`src/rtl/drops_sequencer.sv`:
```
// drops_sequencer: phase scheduler for the drops game.
// Runs input, paced action and display stages with watchdog and game-over.
module drops_sequencer #(
  parameter int TICK_DIV = 4,
  parameter int TIMEOUT  = 255,
  parameter int FRAME_W  = 16
) (
  input  logic               clk_i,
  input  logic               rst_i,
  input  logic               d_inp_i,
  input  logic               d_act_i,
  input  logic               d_disp_i,
  input  logic               dead_i,
  input  logic               restart_i,
  output logic               e_inp_o,
  output logic               e_act_o,
  output logic               e_disp_o,
  output logic               game_over_o,
  output logic               timeout_o,
  output logic [FRAME_W-1:0] frame_cnt_o,
  output logic [2:0]         phase_o
);

  localparam int WD_W = (TIMEOUT > 2) ? $clog2(TIMEOUT) : 1;
  localparam int RF_W = (TICK_DIV > 1) ? $clog2(TICK_DIV) : 1;

  typedef enum logic [2:0] {
    S_IDLE = 3'd0,
    S_INP  = 3'd1,
    S_ACT  = 3'd2,
    S_DISP = 3'd3,
    S_OVER = 3'd4,
    S_GAP  = 3'd5
  } state_t;

  state_t             r_state;
  state_t             r_target;
  logic [WD_W-1:0]    r_wd;
  logic [RF_W-1:0]    r_ref;
  logic               r_step_due;
  logic [FRAME_W-1:0] r_frame;
  logic               r_e_inp;
  logic               r_e_act;
  logic               r_e_disp;
  logic               r_go;
  logic               r_to;
  logic               r_seen;

  logic w_done;
  logic w_stage;
  logic w_acc;
  logic w_exp;
  logic w_fin;

  always_comb begin
    w_done  = 1'b0;
    w_stage = 1'b0;
    unique case (r_state)
      S_INP:   begin w_done = d_inp_i;  w_stage = 1'b1; end
      S_ACT:   begin w_done = d_act_i;  w_stage = 1'b1; end
      S_DISP:  begin w_done = d_disp_i; w_stage = 1'b1; end
      default: ;
    endcase
  end

  // r_wd is zero exactly in the first enabled cycle, so it also masks done
  assign w_acc = w_stage & w_done & (r_wd != '0);
  assign w_exp = w_stage & ~w_acc & (r_wd == WD_W'(TIMEOUT - 1));
  assign w_fin = w_acc | w_exp;

  always_ff @(posedge clk_i or posedge rst_i) begin
    if (rst_i) begin
      r_state    <= S_IDLE;
      r_target   <= S_IDLE;
      r_wd       <= '0;
      r_ref      <= '0;
      r_step_due <= 1'b0;
      r_frame    <= '0;
      r_e_inp    <= 1'b0;
      r_e_act    <= 1'b0;
      r_e_disp   <= 1'b0;
      r_go       <= 1'b0;
      r_to       <= 1'b0;
      r_seen     <= 1'b0;
    end else begin
      r_to <= 1'b0;
      unique case (r_state)
        S_IDLE: begin
          r_state  <= S_GAP;
          r_target <= S_INP;
        end
        S_GAP: begin
          r_state  <= r_target;
          r_wd     <= '0;
          r_e_inp  <= (r_target == S_INP);
          r_e_act  <= (r_target == S_ACT);
          r_e_disp <= (r_target == S_DISP);
        end
        S_INP: begin
          if (w_fin) begin
            r_state  <= S_GAP;
            r_target <= r_step_due ? S_ACT : S_DISP;
            r_e_inp  <= 1'b0;
            r_to     <= w_exp;
          end else begin
            r_wd <= r_wd + 1'b1;
          end
        end
        S_ACT: begin
          if (w_fin) begin
            r_e_act <= 1'b0;
            r_to    <= w_exp;
            if (w_acc) begin
              r_frame    <= r_frame + 1'b1;
              r_step_due <= 1'b0;
            end
            if (w_acc && dead_i) begin
              r_state  <= S_OVER;
              r_e_disp <= 1'b1;
              r_go     <= 1'b1;
              r_seen   <= 1'b0;
            end else begin
              r_state  <= S_GAP;
              r_target <= S_DISP;
            end
          end else begin
            r_wd <= r_wd + 1'b1;
          end
        end
        S_DISP: begin
          if (w_fin) begin
            r_state  <= S_GAP;
            r_target <= S_INP;
            r_e_disp <= 1'b0;
            r_to     <= w_exp;
            if (r_ref == RF_W'(TICK_DIV - 1)) begin
              r_ref      <= '0;
              r_step_due <= 1'b1;
            end else begin
              r_ref <= r_ref + 1'b1;
            end
          end else begin
            r_wd <= r_wd + 1'b1;
          end
        end
        S_OVER: begin
          if (restart_i) begin
            r_state    <= S_IDLE;
            r_frame    <= '0;
            r_ref      <= '0;
            r_step_due <= 1'b0;
            r_go       <= 1'b0;
            r_e_disp   <= 1'b0;
            r_seen     <= 1'b0;
          end else if (!r_e_disp) begin
            r_e_disp <= 1'b1;
            r_seen   <= 1'b0;
          end else if (r_seen && d_disp_i) begin
            r_e_disp <= 1'b0;
            r_seen   <= 1'b0;
          end else begin
            r_seen <= 1'b1;
          end
        end
        default: r_state <= S_IDLE;
      endcase
    end
  end

  assign e_inp_o     = r_e_inp;
  assign e_act_o     = r_e_act;
  assign e_disp_o    = r_e_disp;
  assign game_over_o = r_go;
  assign timeout_o   = r_to;
  assign frame_cnt_o = r_frame;
  assign phase_o     = r_state;

endmodule

```
`config.mk`:
```
export PLATFORM = sky130hd
export DESIGN_NAME = drops_sequencer
export DESIGN_NICKNAME = d
export VERILOG_FILES = /design/src/rtl/drops_sequencer.sv
export SDC_FILE = /design/constraint.sdc
export NUM_CORES = 1
export LEC_CHECK = 0
export BUFFER_PORTS_ARGS = -buffer_cell sky130_fd_sc_hd__buf_2
export CORE_MARGIN = 2
export CORE_UTILIZATION = 30
export CTS_CLUSTER_DIAMETER = 150
export CTS_CLUSTER_SIZE = 40
export DETAILED_ROUTE_END_ITERATION = 8
export HOLD_SLACK_MARGIN = 0.03
export SYNTH_ARGS = -nofsm -noshare
export SYNTH_HDL_FRONTEND = slang
export SYNTH_SLANG_ARGS = --single-unit
```
`constraint.sdc`:
```
create_clock -name clk_i -period 4.35 [get_ports clk_i]
set_input_delay 0.2175 -clock clk_i [delete_from_list [all_inputs] [get_ports clk_i]]
set_output_delay 0.2175 -clock clk_i [all_outputs]
set_load 0.02 [all_outputs]
```
# --- After elaboration in Yosys (flattened, before gate mapping) ---
# Index checks and enable logic that the tools add are counted.
totals:
  reg_bits: 39
  inputBits: 7
  output_inout_bits: 24
  word_cells: 112
op_classes:
  add_sub_neg: 3
  eq_ne: 20
  mux: 46
  n_bitwise: 6
  reduce_logical: 25
op_table:
  columns: ["op", "count"]
  rows:
  - ["$mux 16", 3]
  - ["$pmux 16 s2", 1]
  - ["$mux 3", 7]
  - ["$mux 1", 20]
  - ["$ne 2x2->1 const B", 9]
  - ["$add 16x1->16 const B", 1]
  - ["$pmux 8 s2", 1]
  - ["$pmux 3 s5", 1]
  - ["$eq 3x2->1 const B", 4]
  - ["$pmux 3 s4", 1]
  - ["$reduce_and 4->1", 3]
  - ["$reduce_bool 2->1", 5]
  - ["$reduce_and 3->1", 3]
  - ["$add 8x1->8 const B", 1]
  - ["$eq 8x8->1 const B", 1]
  - ["$mux 8", 1]
  - ["$pmux 1 s2", 4]
  - ["$reduce_bool 4->1", 2]
  - ["$reduce_bool 8->1", 1]
  - ["$eq 3x1->1 const B", 2]
  - ["$eq 3x3->1 const B", 2]
  - ["$mux 2", 3]
  - ["$pmux 1 s3", 2]
  - ["$reduce_and 2->1", 3]
  - ["15 further kinds", 19]

# --- Longest topological paths before layout ---
# Gate-level depths: netlist of run 1.
depth:
  word_depth: 11
  mapped_depth: 9
  mapped_depth_nobuf: 7

# --- Worst setup path before layout of run 1 ---
# Ideal clock, no wire load.
synth_path:
  path_type: "reg-to-reg"
  from: "register r_state[2], in the netlist phase_o[2]"
  to: "register r_target[1]"
  setup_time_ps: 128
  t_arrival_ps: 2294
  required_time_ps: 4222
  slack_ps: 1928
  path_stages_with_launch: 10
  n_path_buf: 2
  period_less_slack_ps: 2422
  cell_sequence: "dfrtp_1 buf_2 inv_1 ha_1 mux2i_1 a211o_1 buf_2 o21a_1 a211oi_2 mux2_1"
synth_between:
  elab_chain_len: 11
  word_cells_on_any_way: 21
  classes_between: "eq/ne: 7; mux: 3; bitwise: 6; reduce/logical: 5"
synth_lines:
  columns: ["item", "line", "source"]
  rows:
  - ["start, declared", "36", "state_t r_state;"]
  - ["start signal, assigned", "93", "r_state <= r_target;"]
  - ["$eq 3x2->1 or $eq 3x1->1 (tied branches)", "58, 87", null]
  - ["$reduce_or 3->1 (no source line)", null, null]
  - ["$mux 1", "58", "unique case (r_state)"]
  - ["$and 1x1->1 (2 in a row)", "67", "assign w_acc = w_stage & w_done & (r_wd != '0);"]
  - ["$not 1->1", "68", "assign w_exp = w_stage & ~w_acc & (r_wd == WD_W'(TIMEOUT - 1));"]
  - ["$and 1x1->1 (2 in a row)", "68", null]
  - ["$or 1x1->1", "69", "assign w_fin = w_acc | w_exp;"]
  - ["$ne 2x2->1 (no source line)", null, null]
  - ["$reduce_and 5->1 (no source line)", null, null]
  - ["end signal, assigned", "102", "r_target <= r_step_due ? S_ACT : S_DISP;"]
  - ["end, declared", "37", "state_t r_target;"]
# Several ways; a longest one is shown, not always the timed one.
# A chain may end at the register's enable or synchronous reset.

# --- Worst setup path in the final report of run 1 ---
layout_path:
  from: "register r_state[2], in the netlist phase_o[2]"
  to: "register r_e_disp, in the netlist e_disp_o"
layout_between:
  elab_chain_len: 11
  word_cells_on_any_way: 21
  classes_between: "eq/ne: 8; mux: 3; bitwise: 6; reduce/logical: 4"
layout_lines:
  columns: ["item", "line", "source"]
  rows:
  - ["$eq 3x2->1 or $eq 3x1->1 (tied branches)", "58, 87", null]
  - ["$reduce_or 3->1 (no source line)", null, null]
  - ["$mux 1", "58", null]
  - ["$and 1x1->1 (2 in a row)", "67", null]
  - ["$not 1->1", "68", null]
  - ["$and 1x1->1 (2 in a row)", "68", null]
  - ["$or 1x1->1", "69", null]
  - ["$ne 2x2->1 (no source line)", null, null]
  - ["$reduce_and 4->1 (no source line)", null, null]
  - ["end signal, assigned", "97", "r_e_disp <= (r_target == S_DISP);"]
  - ["end, declared", "44", "logic r_e_disp;"]
# Several ways; a longest one is shown, not always the timed one.

==> flow_summary.yaml, run 1 <==
clock_tree:
  insertion_delay_ps: 300
  cts_buffers: 5
  cts_buffer_depth: 2
  cts_resized: 0
  root_buffer: "clkbuf_8"
  cts_setup_buffers: 0
  cts-htree-levels: 2
  hold_buffers: 0
  cts.sinks: 38
  clk_pin_slew_ps: 70
  cts_tree: "done"
worst_setup_path:
  crit_arrival_ps: 2790
  crit_type: "reg2reg"
  ff2ff_setup_slack_ps: 1740
  crit_path_start: "phase_o[2]"
  cp-start-kind: "flop"
  end_kind: "flop"
  required_ps: 4530
  cp_max_fo: 13
  worstRegToRegCells: 7
  r2r_end: "e_disp_o"
  regToRegStartpoint: "phase_o[2]"
  worstSetupEndpoint: "e_disp_o"
layout:
  diodes: 0
  fin_area_sq_mm: 0.00252
  layout-drive-gt1-share: 0.172
  fin_cells: 360
  final_nets: 274
  area_growth_pct: 15.2
  finish.utilization: 0.353
sta:
  fin_worst_skew_ps: 5.50
  worst_slack_ps: 1740
  tightest_slew_ps: 773
  fmax_mhz: 383
  slew-limit-headroom: 0.481
  rsz0062_at_grt: "no"
  fin_crit_sh: 0.600
  fin_setup_tns_ps: 0
  layout_min_cycle_time_ps: 2610
  finalSetupViolCount: 0
  hold_viol: 0
  slew_viol_final: 0
place:
  place_inst: 352
  hpwl_mm: 3.88
  dp_slack_ps: 1770
  place_area_sq_mm: 0.00243
  routabilityCongestion: 0.812
  io_buffer_count: 30
floorplan:
  ios: 31
  start_util: 0.306
  die_area_sq_mm: 0.00799
  core_sq_mm: 0.00714
  die_h_microns: 89.4
  rows: 31
  die_w_microns: 89.4
synth:
  yosysWarnings: 0
  ys_ff_latch: 38
  syn_area_per_cell_sq_um: 9.50
  synth-simple-area-share: 0.220
  synth_largest_area_cell: "dfrtp_1"
  synth_adder_area_share: 0.0401
  async_flop_share: 1.00
  yosysMostFrequentCell: "dfrtp_1"
  syn_inst: 230
  synth_compound_area_frac: 0.197
  synthMuxAreaShare: 0.0389
  synth-main-ff-cell: "dfrtp_1"
  yosys-top-cells-area: "dfrtp_1 44%, ha_1 4.0%, nand2_1 3.3%, a21oi_1 2.7%, nor2_1 2.7%"
  synth_xor_area_frac: 0.0280
  syn_area_sq_mm: 0.00219
  synth_edf_count: 0
  syn_nets: 244
  ys_seq_area_frac: 0.435
  synth_top_family_by_area: "simple AND/OR/NAND/NOR gates"
  yosys-top-cells-count: "38 x dfrtp_1, 19 x nand2_1, 16 x nor2_1"
  synth_cell_types: 55
  yosys.area.top_type_share: 0.435
worst_hold_path:
  hp-class: "in2async"
pwr:
  peakVddDrop_uv: 198
  p_leak_nw: 1.15
  pwr_density_cell_mw_per_mm2: 547
route:
  drc: 0
  post_drt_via_cell_ratio: 5.15
  wl_mm: 5.18
  drtIter0Drc: 87
  first_pass_iters: 4
  wl_per_cell_microns: 14.4
  vias: 1855
  ant_nets: 0
run_status:
  status: "completed"
global_route:
  antenna_found_initial: 0
  grt_pass1_wl_mm: 8.59
  grt_use_total: 0.140
  grt_max_degree: 39
  grt_pass1_vias: 1695
  globalRouteOverflowTotal: 0
job:
  cap_viol_max_count: 0
## area by class of cell
cell class,instances,area (sq um)
clock buffers,7,86.3
clock inverters,1,5.00
fillers,764,4620
inverters,13,48.8
multi-input cells,171,1140
flip-flops and latches,38,951
well taps,99,124
repair buffers,31,158
## where the power goes
part           switching (mW)  internal [mW]
registers              0.0990          0.426
clock network           0.126          0.128
logic                   0.382          0.216
total                   0.608          0.770
## worst min path at each step
stage,start,end,slack [ps],cells past startpoint
after detailed placement,rst_i,timeout_o,370,3
final,rst_i,r_wd[7],30,3
after global routing,rst_i,timeout_o,110,3
after floorplan,restart_i,phase_o[2],330,1
after CTS,rst_i,frame_cnt_o[5],50,3
after global placement,rst_i,timeout_o,360,3
## cells in the final DEF (no fill, tap or decap), types with 3 or more instances in the layout
cell type,n
nand4_1,5
o21ai_0,5
a21oi_1,12
or3_1,6
a31oi_1,5
and2_1,6
inv_1,13
xnor2_1,3
o211ai_1,4
nor2_1,16
buf_2,30
and4_1,5
xor2_1,4
nor4_1,3
ha_1,7
dfrtp_1,38
nand2_1,19
nand3_1,10
nor3_1,7
o22ai_1,3
clkbuf_8,6
mux2i_1,4
o31ai_1,3
o21a_1,4
## state kept, by name, summed over array words and instances, names as in the netlist
name and count:
e_disp_o 1, e_act_o 1, r_wd 8, frame_cnt_o 16
r_seen 1, r_step_due 1, e_inp_o 1, r_target 2
r_ref 2, game_over_o 1, phase_o 3, timeout_o 1
## kinds of logic (layout without fill, tap and decap cells)
family / count (synthesis) / after routing
mux: 8 / 8
xor+xnor: 7 / 7
buf+inv: 21 / 52
compound gates: 60 / 60
fa+ha+maj: 7 / 7
simple gates: 89 / 89
flops: 38 / 38
## worst max-delay path: stages (launching register included)
cell,delay [ps]
dfrtp_1,470
inv_1,220
ha_1,200
mux2i_1,110
a211o_1,460
o21a_1,360
a311oi_1,330
mux2_1,350
## per-stage QoR
step	hold slack [ps]	total power [mW]
after floorplan	330	0.977
after global placement	364	1.12
after detailed placement	368	1.13
after CTS	49.4	1.39
after global routing	108	1.49
final	27.8	1.38
## routing by layer
layer,routed length (microns),global-route usage,up-vias
li1,-,-,919
met1,2610,0.200,888
met2,2300,0.211,41
met3,201,0.0277,7
met4,71,0.0448,0
met5,0,0,-
Power figures use the tool's default switching activity.
==> run 2: changes to the inputs <==
clock period = 2.11 ns   (was 4.35 ns; I/O delays follow)
==> run 2 against run 1 <==
Critical path depth stayed put. Non-clock buffer count is 35 higher. Global-route usage is 0.89 points higher. Critical endpoint unchanged.
==> flow_summary.yaml, run 2 (synthesis gave the netlist of run 1 again) <==
layout:
  layout-drive-gt1-share: 0.324
  area_growth_pct: 32.8
  largest_reg_flops: 16
  diodes: 0
  mostFrequentLayoutCell: "dfrtp_1"
  final_nets: 309
  fin_area_sq_mm: 0.00290
  layout_common_cells: "36 x dfrtp_1, 33 x buf_4, 30 x buf_2"
pwr:
  comb_power_share: 0.533
  power_switching_mw: 1.46
  p_seq_frac: 0.290
  p_sw_frac: 0.410
  p_leak_nw: 1.34
  pwr_density_cell_mw_per_mm2: 1220
  peakVddDrop_uv: 404
  p_int_mw: 2.09
  pwr-share-clk: 0.178
route:
  wl_per_cell_microns: 14.6
  drtIter0Drc: 85
  drc: 0
  first_pass_iters: 4
  vias: 2041
  post_drt_via_cell_ratio: 5.17
  ant_nets: 0
  wl_mm: 5.78
sta:
  tightest_slew_ps: 506
  fin_setup_tns_ps: 0
  layout_min_cycle_time_ps: 2110
  fin_crit_sh: 0.998
  hold_slack_ps: 144
  rsz0062_at_grt: "yes"
  worst_slack_ps: 3.90
  hold_viol: 0
  fmax_mhz: 475
  finalSetupViolCount: 0
  fin_worst_skew_ps: 8.69
  slew_viol_final: 0
  slew-limit-headroom: 0.663
floorplan:
  die_w_microns: 89.4
  core_sq_mm: 0.00714
  rows: 31
  die_h_microns: 89.4
  ios: 31
  start_util: 0.306
  die_area_sq_mm: 0.00799
place:
  place_area_sq_mm: 0.00270
  dp_slack_ps: -71.9
  routabilityCongestion: 0.880
  io_buffer_count: 30
  hpwl_mm: 4.22
clock_tree:
  clk_pin_slew_ps: 80
  root_buffer: "clkbuf_8"
  cts_tree: "done"
  cts_buffers: 5
  cts-htree-levels: 2
  cts.sinks: 38
  cts_buffer_depth: 2
  insertion_delay_ps: 290
job:
  cap_viol_max_count: 0
worst_setup_path:
  critical_path.cell_chain: "inv_2 -> ha_4 -> nor4b_4 -> a211o_4 -> o311a_1 -> a311oi_2 -> mux2_1"
  end_kind: "flop"
  cp-start-kind: "flop"
  crit_slowest_cell: "dfrtp_1"
  crit_arrival_ps: 2290
  cp_max_fo: 7
  required_ps: 2290
  cpPeakStageDelay_ps: 370
  crit_type: "reg2reg"
global_route:
  globalRouteOverflowTotal: 0
  grt_max_degree: 39
  antenna_found_initial: 0
  grt_pass1_vias: 1957
  grt_pass1_wl_mm: 9.22
  grt_use_total: 0.148
worst_hold_path:
  hp-class: "in2reg"
run_status:
  status: "completed"
[run 2: layout make-up]
cell class | instances | area [sq um]
fill | 718 | 4230
clock buffer | 5 | 68.8
timing repair buffer | 66 | 430
multi-input combinational | 171 | 1230
clock inverter | 3 | 45.0
inverter | 13 | 53.8
sequential | 38 | 953
tap | 99 | 124
[run 2: stage by stage]
stage,power [mW],utilization,instances
floorplan,2.13,-,230
global placement,2.73,0.378,383
detailed placement,2.76,0.378,383
CTS,3.47,0.400,393
global route,3.78,0.407,395
finish,3.55,0.407,395
[run 2: per-layer routing]
metal	track usage	vias up	wire length [microns]
met1	0.200	993	2790
met3	0.0277	8	193
met2	0.240	51	2720
li1	-	989	-
met5	0	-	0
met4	0.0488	0	80
[run 2: final timing paths]
check                         start        endpoint  slack, ps  cells after the start
setup / recovery            r_wd[1]        e_disp_o          4                      7
max in group asynchronous     rst_i      phase_o[1]       1250                      4
hold / removal               dead_i     game_over_o        140                      3
hold reg to reg            r_ref[0]        r_ref[0]        510                      1
setup reg to reg            r_wd[1]        e_disp_o          4                      7
min in group asynchronous     rst_i  frame_cnt_o[5]        480                      4
[run 2: timing repair]
action / in CTS / in global routing
buffers inserted: 1 / 2
gates resized for setup: 6 / 9
hold buffers: 1 / 0
pin swaps: 1 / 2
endpoints found under the setup margin: 8 / 16
hold endpoints to repair: 38 / 0
cloned: 0 / 0
[run 2: power by group through the flow]
stage          Sequential, mW  Combinational, mW  Clock, mW
2_1_floorplan            1.12               1.01          0
3_3_place_gp             1.03               1.71          0
3_5_place_dp             1.03               1.73          0
4_1_cts                  1.02               1.81      0.644
5_1_grt                  1.05               2.05      0.685
6_report                 1.03               1.89      0.630
[run 2: worst max-delay path: cells and delay by family, from the launching register on]
kind	cells	cell delay, ps
buf+inv	1	60
fa+ha+maj	1	150
compound gates	3	950
simple gates	1	130
mux	1	350
flops	1	370
==> run 3: changes to the inputs <==
CORE_MARGIN = unset   (was 2)
==> run 3 against run 2 <==
Highest routed layer unchanged. First-iteration DRC count increased by 4.7%. Flip-flop and latch count unchanged. Design area decreased by 1.6%. Critical path type unchanged. Via count decreased by 2.1%. Register-to-register slack improved by 30 ps.
==> flow_summary.yaml, run 3 (synthesis gave the netlist of run 1 again) <==
sta:
  slew_viol_final: 0
  fin_worst_skew_ps: 5.33
  rsz0062_at_grt: "yes"
  slew-limit-headroom: 0.551
  layout_min_cycle_time_ps: 2080
  fin_crit_sh: 0.984
  finalSetupViolCount: 0
  fin_setup_tns_ps: 0
  hold_slack_ps: 136
  tightest_slew_ps: 673
  hold_viol: 0
  worst_slack_ps: 33.2
  fmax_mhz: 482
layout:
  largest_reg_flops: 16
  fin_cells: 388
  final_nets: 307
  layout-drive-gt1-share: 0.308
  fin_area_sq_mm: 0.00286
  area_growth_pct: 30.6
  mostFrequentLayoutCell: "dfrtp_1"
  layout_common_cells: "36 x dfrtp_1, 31 x buf_4, 30 x buf_2"
  finish.utilization: 0.413
  fillers: 708
  diodes: 0
pwr:
  peakVddDrop_uv: 435
  p_leak_nw: 1.32
  pwr_density_cell_mw_per_mm2: 1190
  total_power_mw: 3.39
clock_tree:
  cts-htree-levels: 2
  clk_pin_slew_ps: 70
  cts_buffer_depth: 2
  root_buffer: "clkbuf_8"
  cts_tree: "done"
  cts.sinks: 38
  cts_buffers: 5
  insertion_delay_ps: 280
worst_hold_path:
  hp-class: "in2reg"
  hp-start: "restart_i"
  whs_endpoint: "phase_o[2]"
  min_path_cells: 2
global_route:
  globalRouteOverflowTotal: 0
  grt_pass1_vias: 1977
  grt_use_total: 0.157
  antenna_found_initial: 0
  grt_pass1_wl_mm: 9.30
  grt_max_degree: 24
worst_setup_path:
  crit_type: "reg2reg"
  r2r_end: "e_disp_o"
  ff2ff_setup_slack_ps: 30
  cp-start-kind: "flop"
  required_ps: 2280
  worstRegToRegCells: 7
  end_kind: "flop"
  crit_arrival_ps: 2240
  regToRegStartpoint: "r_wd[0]"
  cp_max_fo: 8
route:
  vias: 1998
  first_pass_iters: 4
  wl_per_cell_microns: 14.6
  post_drt_via_cell_ratio: 5.15
  wl_mm: 5.66
  ant_nets: 0
  drc: 0
  drtIter0Drc: 89
place:
  routabilityCongestion: 0.829
  io_buffer_count: 30
  place_area_sq_mm: 0.00268
  place_inst: 377
  dp_slack_ps: -123
  hpwl_mm: 4.27
job:
  cap_viol_max_count: 0
run_status:
  status: "completed"
floorplan:
  die_area_sq_mm: 0.00763
  core_sq_mm: 0.00691
  die_w_microns: 87.4
  die_h_microns: 87.4
  rows: 30
  ios: 31
  start_util: 0.316
-- run 3: layout make-up --
type,count,area (sq um),share of cell area
clock buffers,6,82.6,0.0289
flip-flops and latches,38,953,0.334
inverters,13,53.8,0.0188
multi-input cells,171,1220,0.428
well taps,96,120,0.0421
repair buffers,64,424,0.149
-- run 3: where the power goes --
part	switching [mW]	internal, mW
clock network	0.247	0.252
registers	0.146	0.883
logic	1.00	0.862
total	1.40	2.00
-- run 3: layer usage --
layer | vias to the layer above | routed length (microns) | track usage | part of all wire
met5 | - | 0 | 0 | 0
met4 | 0 | 65 | 0.0477 | 0.011
met3 | 4 | 192 | 0.0275 | 0.034
met2 | 42 | 2640 | 0.252 | 0.47
met1 | 977 | 2760 | 0.214 | 0.49
li1 | 975 | - | - | -
-- run 3: worst max-delay path by stage --
stage | start | end | slack (ps)
floorplan | phase_o[2] | r_target[1] | -50
global placement | r_wd[0] | e_disp_o | -20
detailed placement | r_wd[0] | r_wd[7] | -120
CTS | r_wd[0] | e_disp_o | -70
global route | r_wd[0] | e_disp_o | -60
finish | r_wd[0] | e_disp_o | 30
-- run 3: critical path, stage by stage (launching register included) --
cell and delay, ps:
dfrtp_1 370, inv_2 60, ha_4 150, nor4b_4 130, a211o_4 370, o311a_1 350
a311oi_2 200, mux2_1 340
-- run 3: repair_timing --
item / CTS / global route
gates cloned: 0 / 0
pin swaps: 4 / 6
resized for setup: 7 / 5
endpoints found under the hold margin: 15 / 0
buffers inserted: 2 / 2
setup endpoints to repair: 9 / 12
hold buffers: 1 / 0
